**config.mk**
```make
export PLATFORM = sky130hd
export DESIGN_NAME = adder_chunked
export DESIGN_NICKNAME = d
export VERILOG_FILES = /design/src/rtl/adder_chunked.sv
export SDC_FILE = /design/constraint.sdc
export NUM_CORES = 2
export LEC_CHECK = 0
export BUFFER_PORTS_ARGS = -buffer_cell sky130_fd_sc_hd__buf_2
export CAP_MARGIN = 20
export CORE_AREA = 3 3 592 594
export DETAILED_ROUTE_END_ITERATION = 16
export DIE_AREA = 0 0 595 597
export GPL_ROUTABILITY_DRIVEN = 0
export HOLD_SLACK_MARGIN = 0.06
export PLACE_DENSITY_LB_ADDON = 0.05
export SLEW_MARGIN = 20
export SYNTH_ARGS = -nofsm -noshare
export SYNTH_HDL_FRONTEND = slang
export SYNTH_SLANG_ARGS = --single-unit
```
**constraint.sdc**
```tcl
create_clock -name clk -period 11.7 [get_ports clk]
set_clock_uncertainty 0.15 [all_clocks]
set_input_delay 0.585 -clock clk [delete_from_list [all_inputs] [get_ports clk]]
set_output_delay 0.585 -clock clk [all_outputs]
set_load 0.02 [all_outputs]
```
**src/rtl/adder_chunked.sv**
```systemverilog
// adder_chunked: multi-cycle WIDTH-bit adder/subtractor that handles one
// CHUNK-bit slice per clock, LSB slice first.
//
// Optional feature macro: ADDER_MODRED_EN
//   undefined : IDLE -> PASS1 -> IDLE, result[WIDTH] = carry-out / borrow.
//   defined   : IDLE -> PASS1 -> PASS2 -> IDLE, constant-time modular
//               correction against in_m, result[WIDTH] = 0.
//
// Handshake: start is sampled only while busy=0 (state IDLE). An accepted
// start latches operands and mode; busy rises on that same edge. done pulses
// for exactly one cycle on the edge that writes the final slice, and busy
// falls on that same edge, so start may be raised again in the done cycle.
module adder_chunked #(
    parameter int WIDTH = 384,
    parameter int CHUNK = 64
) (
    input  logic             clk,
    input  logic             resetn,
    input  logic             start,
    input  logic             subtract,
    input  logic [WIDTH-1:0] in_a,
    input  logic [WIDTH-1:0] in_b,
    input  logic [WIDTH-1:0] in_m,
    output logic [WIDTH:0]   result,
    output logic             done,
    output logic             busy,
    output logic [1:0]       state_dbg
);

    localparam int NCHUNK = WIDTH / CHUNK;
    localparam int CW     = (NCHUNK > 1) ? $clog2(NCHUNK) : 1;

`ifdef ADDER_MODRED_EN
    typedef enum logic [1:0] {
        S_IDLE  = 2'd0,
        S_PASS1 = 2'd1,
        S_PASS2 = 2'd2
    } state_t;
`else
    typedef enum logic [1:0] {
        S_IDLE  = 2'd0,
        S_PASS1 = 2'd1
    } state_t;
`endif

    typedef logic [CHUNK-1:0] slice_t;

    state_t          state_q;
    state_t          state_d;
    logic [CW-1:0]   cnt_q;
    logic            carry_q;
    logic            sub_q;
    logic            done_q;
    logic            r_top_q;
    slice_t          a_q [NCHUNK];
    slice_t          b_q [NCHUNK];
    slice_t          r_q [NCHUNK];
    slice_t          a_in [NCHUNK];
    slice_t          b_in [NCHUNK];

`ifdef ADDER_MODRED_EN
    slice_t          m_q  [NCHUNK];
    slice_t          m_in [NCHUNK];
    slice_t          t_q  [NCHUNK];
    logic            c1_q;
    logic            keep_pass2;
`else
    // in_m has no role without modular reduction.
    logic            unused_m;
    assign unused_m = ^in_m;
`endif

    logic            last;
    slice_t          x_sl;
    slice_t          y_raw;
    slice_t          y_sl;
    logic            inv_y;
    logic [CHUNK:0]  sum_ext;
    slice_t          sum_sl;
    logic            cout;

    // Split the wide ports into slices and reassemble the result register.
    for (genvar g = 0; g < NCHUNK; g++) begin : g_slices
        assign a_in[g] = in_a[g*CHUNK +: CHUNK];
        assign b_in[g] = in_b[g*CHUNK +: CHUNK];
`ifdef ADDER_MODRED_EN
        assign m_in[g] = in_m[g*CHUNK +: CHUNK];
`endif
        assign result[g*CHUNK +: CHUNK] = r_q[g];
    end
    assign result[WIDTH] = r_top_q;

    assign last = (cnt_q == CW'(NCHUNK - 1));

    // Slice adder: operand selection per pass, optional inversion, carry-in.
    always_comb begin
        x_sl  = a_q[cnt_q];
        y_raw = b_q[cnt_q];
        inv_y = sub_q;
`ifdef ADDER_MODRED_EN
        if (state_q == S_PASS2) begin
            // add mode corrects with r - m, subtract mode with r + m
            x_sl  = r_q[cnt_q];
            y_raw = m_q[cnt_q];
            inv_y = ~sub_q;
        end
`endif
        y_sl    = inv_y ? ~y_raw : y_raw;
        sum_ext = {1'b0, x_sl} + {1'b0, y_sl} + {{CHUNK{1'b0}}, carry_q};
        sum_sl  = sum_ext[CHUNK-1:0];
        cout    = sum_ext[CHUNK];
    end

`ifdef ADDER_MODRED_EN
    // Keep the corrected value when r >= m (add) or when PASS1 borrowed (sub).
    always_comb begin
        keep_pass2 = sub_q ? ~c1_q : (c1_q | cout);
    end
`endif

    // FSM state register.
    always_ff @(posedge clk or negedge resetn) begin
        if (!resetn) state_q <= S_IDLE;
        else         state_q <= state_d;
    end

    // FSM next-state logic.
    always_comb begin
        state_d = state_q;
        case (state_q)
            S_IDLE: begin
                if (start) state_d = S_PASS1;
            end
            S_PASS1: begin
`ifdef ADDER_MODRED_EN
                if (last) state_d = S_PASS2;
`else
                if (last) state_d = S_IDLE;
`endif
            end
`ifdef ADDER_MODRED_EN
            S_PASS2: begin
                if (last) state_d = S_IDLE;
            end
`endif
            default: state_d = S_IDLE;
        endcase
    end

    // FSM outputs.
    always_comb begin
        busy      = (state_q != S_IDLE);
        done      = done_q;
        state_dbg = state_q;
    end

    // Datapath: operand latch, slice counter, carry chain and result slices.
    always_ff @(posedge clk or negedge resetn) begin
        if (!resetn) begin
            cnt_q   <= '0;
            carry_q <= 1'b0;
            sub_q   <= 1'b0;
            done_q  <= 1'b0;
            r_top_q <= 1'b0;
            a_q     <= '{default: '0};
            b_q     <= '{default: '0};
            r_q     <= '{default: '0};
`ifdef ADDER_MODRED_EN
            m_q     <= '{default: '0};
            t_q     <= '{default: '0};
            c1_q    <= 1'b0;
`endif
        end else begin
            done_q <= 1'b0;
            case (state_q)
                S_IDLE: begin
                    if (start) begin
                        a_q     <= a_in;
                        b_q     <= b_in;
`ifdef ADDER_MODRED_EN
                        m_q     <= m_in;
`endif
                        sub_q   <= subtract;
                        carry_q <= subtract;
                        cnt_q   <= '0;
                    end
                end
                S_PASS1: begin
                    r_q[cnt_q] <= sum_sl;
                    carry_q    <= cout;
                    cnt_q      <= last ? '0 : cnt_q + CW'(1);
                    if (last) begin
`ifdef ADDER_MODRED_EN
                        c1_q    <= cout;
                        carry_q <= ~sub_q;
                        r_top_q <= 1'b0;
`else
                        r_top_q <= cout ^ sub_q;
                        done_q  <= 1'b1;
`endif
                    end
                end
`ifdef ADDER_MODRED_EN
                S_PASS2: begin
                    t_q[cnt_q] <= sum_sl;
                    carry_q    <= cout;
                    cnt_q      <= last ? '0 : cnt_q + CW'(1);
                    if (last) begin
                        done_q  <= 1'b1;
                        r_top_q <= 1'b0;
                        if (keep_pass2) begin
                            r_q             <= t_q;
                            r_q[NCHUNK-1]   <= sum_sl;
                        end
                    end
                end
`endif
                default: ;
            endcase
        end
    end

endmodule

```
**Word-level counts from Yosys, hierarchy flattened**

Cells that the tools add are included.

- $add $sub $neg: 3
- Multiply operators: 0
- Div/mod/pow operators: 0
- $lt $le $gt $ge: 2
- Equal/unequal tests: 4
- Shift-type cells: 0
- Mux-type cells: 20
- Bitwise operators: 3
- Reduce and logical (&&, ||, !) cells: 8

Operators with widths:

| kind | count |
|---|---|
| binary-select mux 64 bit (select 3 bit) | 2 |
| bitwise mux 384 bit | 1 |
| two-way mux 64 bit | 6 |
| demux 64 bit (select 3 bit) | 1 |
| adder 64 x 64 -> 65 bit | 1 |
| adder 65 x 1 -> 65 bit | 1 |
| NOT 64 bit | 1 |
| AND reduction 2 bit | 4 |
| two-way mux 3 bit | 2 |
| one-hot mux 3 bit (2 select lines) | 1 |
| greater-or-equal comparator 4 bit (second input constant) | 1 |
| less-than comparator 4 x 1 -> 1 bit (second input constant) | 1 |
| two-way mux 2 bit | 2 |
| inequality test 2 bit (second input constant) | 2 |
| NOT 3 -> 4 bit | 1 |
| one-hot mux 2 bit (2 select lines) | 1 |
| nonzero test 2 bit | 2 |
| adder 3 x 1 -> 3 bit (second input constant) | 1 |
| equality test 3 bit (second input constant) | 1 |
| two-way mux 1 bit | 3 |
| equality test 2 x 1 -> 1 bit (second input constant) | 1 |
| zero test 2 bit | 1 |
| one-hot mux 1 bit (2 select lines) | 1 |
| logical AND 1 bit | 1 |
| bitwise XOR 1 bit | 1 |

- Register bits after elaboration: 1161
- Latch bits: 0
- Memory bits (writable): 0
- Memory bits (read-only): 0
- Input port bits: 1156
- Output and inout bits: 389
- Logic and storage cells: 64
- Memories kept: 0

**Depth between registers and ports, before layout**

- Depth in word-level cells: 9
- Gate-level depth with buffers: 19
- Depth with buffers taken out: 16

**Worst setup path before layout**

OpenSTA, ideal clock, no wires.

- Kind: register -> register
- Start: register cnt_q[1]
- End: register r_q (netlist bit result[34])
- Setup time: 0.136 ns
- Arrival time: 4.626 ns
- Data required time: 11.414 ns
- Slack: 6.788 ns
- Cell stages (with the launch flop): 19
- Buffers on the path: 3
- Period minus slack after synthesis: 4.912 ns
- Path through: dfrtp_1 -> clkbuf_1 -> clkbuf_1 -> clkbuf_1 -> mux4_2 -> nand2_1 -> o21ai_0 -> xnor2_1 -> fa_1 -> fa_1 -> nor2b_1 -> o2111ai_1 -> a2111oi_2 -> nor3_2 -> o31a_1 -> o21bai_1 -> a21oi_1 -> xnor2_1 -> o21ai_0

- Cells in the longest elaborated chain, start to end: 9
- Elaborated cells on any way between the ends: 17
- Those cells by class: add/sub (2); order compare (2); mux (10); bitwise (2); reduce/logical (1)

RTL lines:

| element | RTL line | text |
|---|---|---|
| from (decl) | 50 | `logic [CW-1:0] cnt_q;` |
| from (signal assigned) | 191 | `cnt_q <= last ? '0 : cnt_q + CW'(1);` |
| NOT 3 -> 4 bit (not written as such) * | 97, 98, 189 |  |
| binary-select mux 64 bit (select 3 bit) | 98 | `y_raw = b_q[cnt_q];` |
| two-way mux 64 bit (not written as such) (2 in a row) | 98 |  |
| NOT 64 bit | 108 | `y_sl = inv_y ? ~y_raw : y_raw;` |
| two-way mux 64 bit | 108 |  |
| adder 64 x 64 -> 65 bit | 109 | `sum_ext = {1'b0, x_sl} + {1'b0, y_sl} + {{CHUNK{1'b0}}, carry_q};` |
| adder 65 x 1 -> 65 bit | 109 |  |
| bitwise mux 384 bit * | 189 | `r_q[cnt_q] <= sum_sl;` |
| to (signal, indexed assignment) | 189 |  |
| to (decl) | 57 | `slice_t r_q [NCHUNK];` |

Every way passes the cells marked *; elsewhere a longest branch is shown, timed or not. The select of a mux whose other input is x is not followed.
A chain may end at the register's enable or synchronous reset.

**Worst setup path after layout**

- Start: register cnt_q[2]
- End: register r_q (netlist bit result[187])

Same word-level chain as after synthesis.

==> results.yml <==
status:
  run_status: "finished, final reports clean"
layout:
  drive_above_1_share_pct: 38.7
  area_growth_syn_to_layout_pct: 46.3
  fillCellCount: 37600
  final_net_count: 7509
critical_path:
  worstPathRequired_ns: 12.25
  cp.buffers_inverters: 2
  worst_setup_path_startpoint: "cnt_q[2]"
  worstReg2RegEnd: "result[187]"
  crit_arrival_ns: 7.51
  worst_path_dominant_cell_family: "compound AO/OA/AOI/OAI gates"
  setup.worst_path.class: "reg -> reg"
  crit_path_start_kind: "flip-flop"
  critPathMostFrequentCell: "sky130_fd_sc_hd__o21ai_1"
  reg2reg_setup_slack_ns: 4.74
  worstSetupEndpointType: "flip-flop"
  max_stage_delay_ns: 0.83
  worstPathCellList: "clkinv_2, nand2_4, buf_4, o21ai_1, ha_1, nand2_1, or4_4, a211oi_2, o2111a_2, o21ai_1, a21oi_2, a311o_1, o21ai_1"
  rr_startpoint: "cnt_q[2]"
  critical_path.slowest_cell: "sky130_fd_sc_hd__dfrtp_4"
  worstRegToRegCells: 13
  critical_path_peak_fanout: 34
clocking:
  cts_setup_buffers: 0
  clock-sinks: 1160
  cts.clk_slew.worst_paths_ns: 0.06
  number_of_buffers_between_clock_root_and_the_deepest_sink: 4
  htreeDepth: 4
  number_of_buffers_inserted_for_hold_repair_after_clock_tree_synthesis: 771
  clkLatencyLatePin_ns: 0.85
  cts_buffers: 169
  tritoncts: "built"
  post_cts_resized: 0
  clock-root-buffer: "sky130_fd_sc_hd__clkbuf_16"
grt:
  grt_start_max_net_pins: 172
  grt_first_pass_wirelength_mm: 398
  grt_usage_pct: 16.0
  via_count_of_the_first_global_routing_pass: 45800
  grt_remaining_overflow: 0
  antenna_found_initial: 193
timing:
  slew_at_the_pin_closest_to_its_max_slew_limit_ns: 1.39
  timing.setup.tns_ns: 0
  timing.final.max_slew_violations: 0
  min_period_over_period_pct: 59.5
  timing.fmax_ghz: 0.144
  rsz_0062_raised_after_global_routing: "false"
  timing.final.crit_period_ns: 6.96
  setup_viol: 0
  finalHoldViolCount: 0
  max-slew-margin-rel_pct: 7.45
synthesis:
  unique_masters_post_synth: 82
  postSynth.asyncResetShare_pct: 100
  syn_area_um2: 53600
  syn_area_per_cell_um2: 12.2
  synth_enable_flop_cells: 0
  mappedNetlistNets: 5615
  synth_top_flop_cell: "sky130_fd_sc_hd__dfrtp_1"
  post_synth_inst_count: 4394
  synth-seq-area-share_pct: 54.1
  synth.ff_latch_count: 1160
  yosysWarningCount: 0
detailed_routing:
  vias: 42900
  drt_pass1_iterations: 5
  route.antenna.remaining_nets: 0
  wire_per_inst_um: 26.3
  drc: 0
  avgViaCountPerCell: 3.87
  drt-initial-drc-count: 1860
  postRouteWirelength_mm: 291
placed_design:
  hpwl_mm: 225
  port_buffers: 1159
floorplan:
  start_util_pct: 15.5
  die_w_um: 595
  die_y_um: 597
  floorplan.rows: 216
  floorplan.io_pins: 1545
  core_area_um2: 346000
  fp.dieArea_um2: 355000
flow_run:
  drv_cap: 0
min_path:
  class_of_the_tightest_hold_or_removal_check: "in -> async"
## worst max path at each step
stage	end	slack (ns)	cells after the start
final	result[187]	4.74	13
after detailed placement	result[251]	4.45	13
after floorplan	result[34]	6.79	18
after global placement	result[190]	4.43	12
after CTS	result[251]	4.38	13
after global routing	result[190]	4.20	12
## state kept, by name, summed over array words and instances (netlist names)
signal,cells
r_top_q,1
cnt_q,3
carry_q,1
state_dbg,1
b_q,384
done,1
a_q,384
inv_y,1
result,384
## cell usage after synthesis (69+ instances only)
master / number / share of area, %
sky130_fd_sc_hd__a21oi_1: 96 / 0.90
sky130_fd_sc_hd__clkbuf_1: 252 / 1.8
sky130_fd_sc_hd__dfrtp_1: 1160 / 54
sky130_fd_sc_hd__mux2_2: 771 / 16
sky130_fd_sc_hd__mux2i_1: 131 / 2.4
sky130_fd_sc_hd__mux4_2: 127 / 5.3
sky130_fd_sc_hd__nand2_1: 572 / 4.0
sky130_fd_sc_hd__nand3_1: 79 / 0.74
sky130_fd_sc_hd__nand4_1: 69 / 0.80
sky130_fd_sc_hd__nor2_1: 73 / 0.51
sky130_fd_sc_hd__o21ai_0: 454 / 4.2
sky130_fd_sc_hd__xor2_1: 82 / 1.3
## metrics by stage
stage | std cells | hold WS [ns] | setup slack (ns) | instance area (µm²) | utilization (%)
finish | 11100 | 0.145 | 4.74 | 78500 | 22.7
global route | 11100 | 0.114 | 4.20 | 78400 | 22.7
CTS | 11000 | 0.0654 | 4.38 | 78200 | 22.6
detailed placement | 9924 | 0.311 | 4.45 | 65100 | 18.8
global placement | 9920 | 0.306 | 4.43 | 65000 | 18.8
floorplan | 4394 | 0.139 | 6.79 | 53600 | -
## routing by layer
layer / share of wire (%) / GRT usage, % / vias up
li1: - / - / 19800
met1: 46 / 21.6 / 21400
met2: 45 / 25.1 / 1220
met3: 6.4 / 4.47 / 399
met4: 2.3 / 4.01 / 104
met5: 0.21 / 0 / -
## area by class of cell
class	count	area, µm²	share of cell area (%)
antenna	95	238	0.303
clock buffer	273	5120	6.53
clock inverter	27	339	0.432
inverter	25	96.3	0.123
multi-input combinational	2885	23400	29.8
sequential	1160	29000	37.0
tap	4578	5730	7.30
timing repair buffer	2047	14500	18.5
## worst reg2reg max path, stage by stage, from the launching register on
cell and delay [ns]:
sky130_fd_sc_hd__dfrtp_4 0.83, sky130_fd_sc_hd__clkinv_2 0.57, sky130_fd_sc_hd__nand2_4 0.73, sky130_fd_sc_hd__buf_4 0.48, sky130_fd_sc_hd__o21ai_1 0.34, sky130_fd_sc_hd__ha_1 0.57, sky130_fd_sc_hd__nand2_1 0.20, sky130_fd_sc_hd__or4_4 0.60
sky130_fd_sc_hd__a211oi_2 0.43, sky130_fd_sc_hd__o2111a_2 0.32, sky130_fd_sc_hd__o21ai_1 0.13, sky130_fd_sc_hd__a21oi_2 0.68, sky130_fd_sc_hd__a311o_1 0.64, sky130_fd_sc_hd__o21ai_1 0.14
## layout by cell type (no fill, tap or decap), drive strengths merged, types with 6 or more instances in the layout
| cell | n |
|---|---|
| a211o | 26 |
| a211oi | 7 |
| a21o | 27 |
| a21oi | 100 |
| a221oi | 11 |
| a22oi | 6 |
| and3 | 14 |
| buf | 1276 |
| clkbuf | 273 |
| clkinv | 19 |
| dfrtp | 1160 |
| diode | 95 |
| dlygate4sd3 | 771 |
| ha | 63 |
| inv | 26 |
| mux2 | 771 |
| mux2i | 131 |
| mux4 | 127 |
| nand2 | 572 |
| nand2b | 7 |
| nand3 | 80 |
| nand4 | 71 |
| nor2 | 73 |
| nor2b | 7 |
| nor3 | 25 |
| o211ai | 21 |
| o21a | 9 |
| o21ai | 494 |
| o21bai | 24 |
| o31ai | 20 |
| or4 | 26 |
| xnor2 | 29 |
| xor2 | 82 |
## cells by family after synthesis
group	share of synthesized area (%)
simple gates	7.38
other cells	0.00699
buf+inv	2.55
compound gates	8.61
fa+ha+maj	1.54
mux	24.0
flops	54.1
xor+xnor	1.83
Power is left out: the tool's default activity adds up to more than one toggle a clock period on the data nets, which glitch-free logic cannot reach.
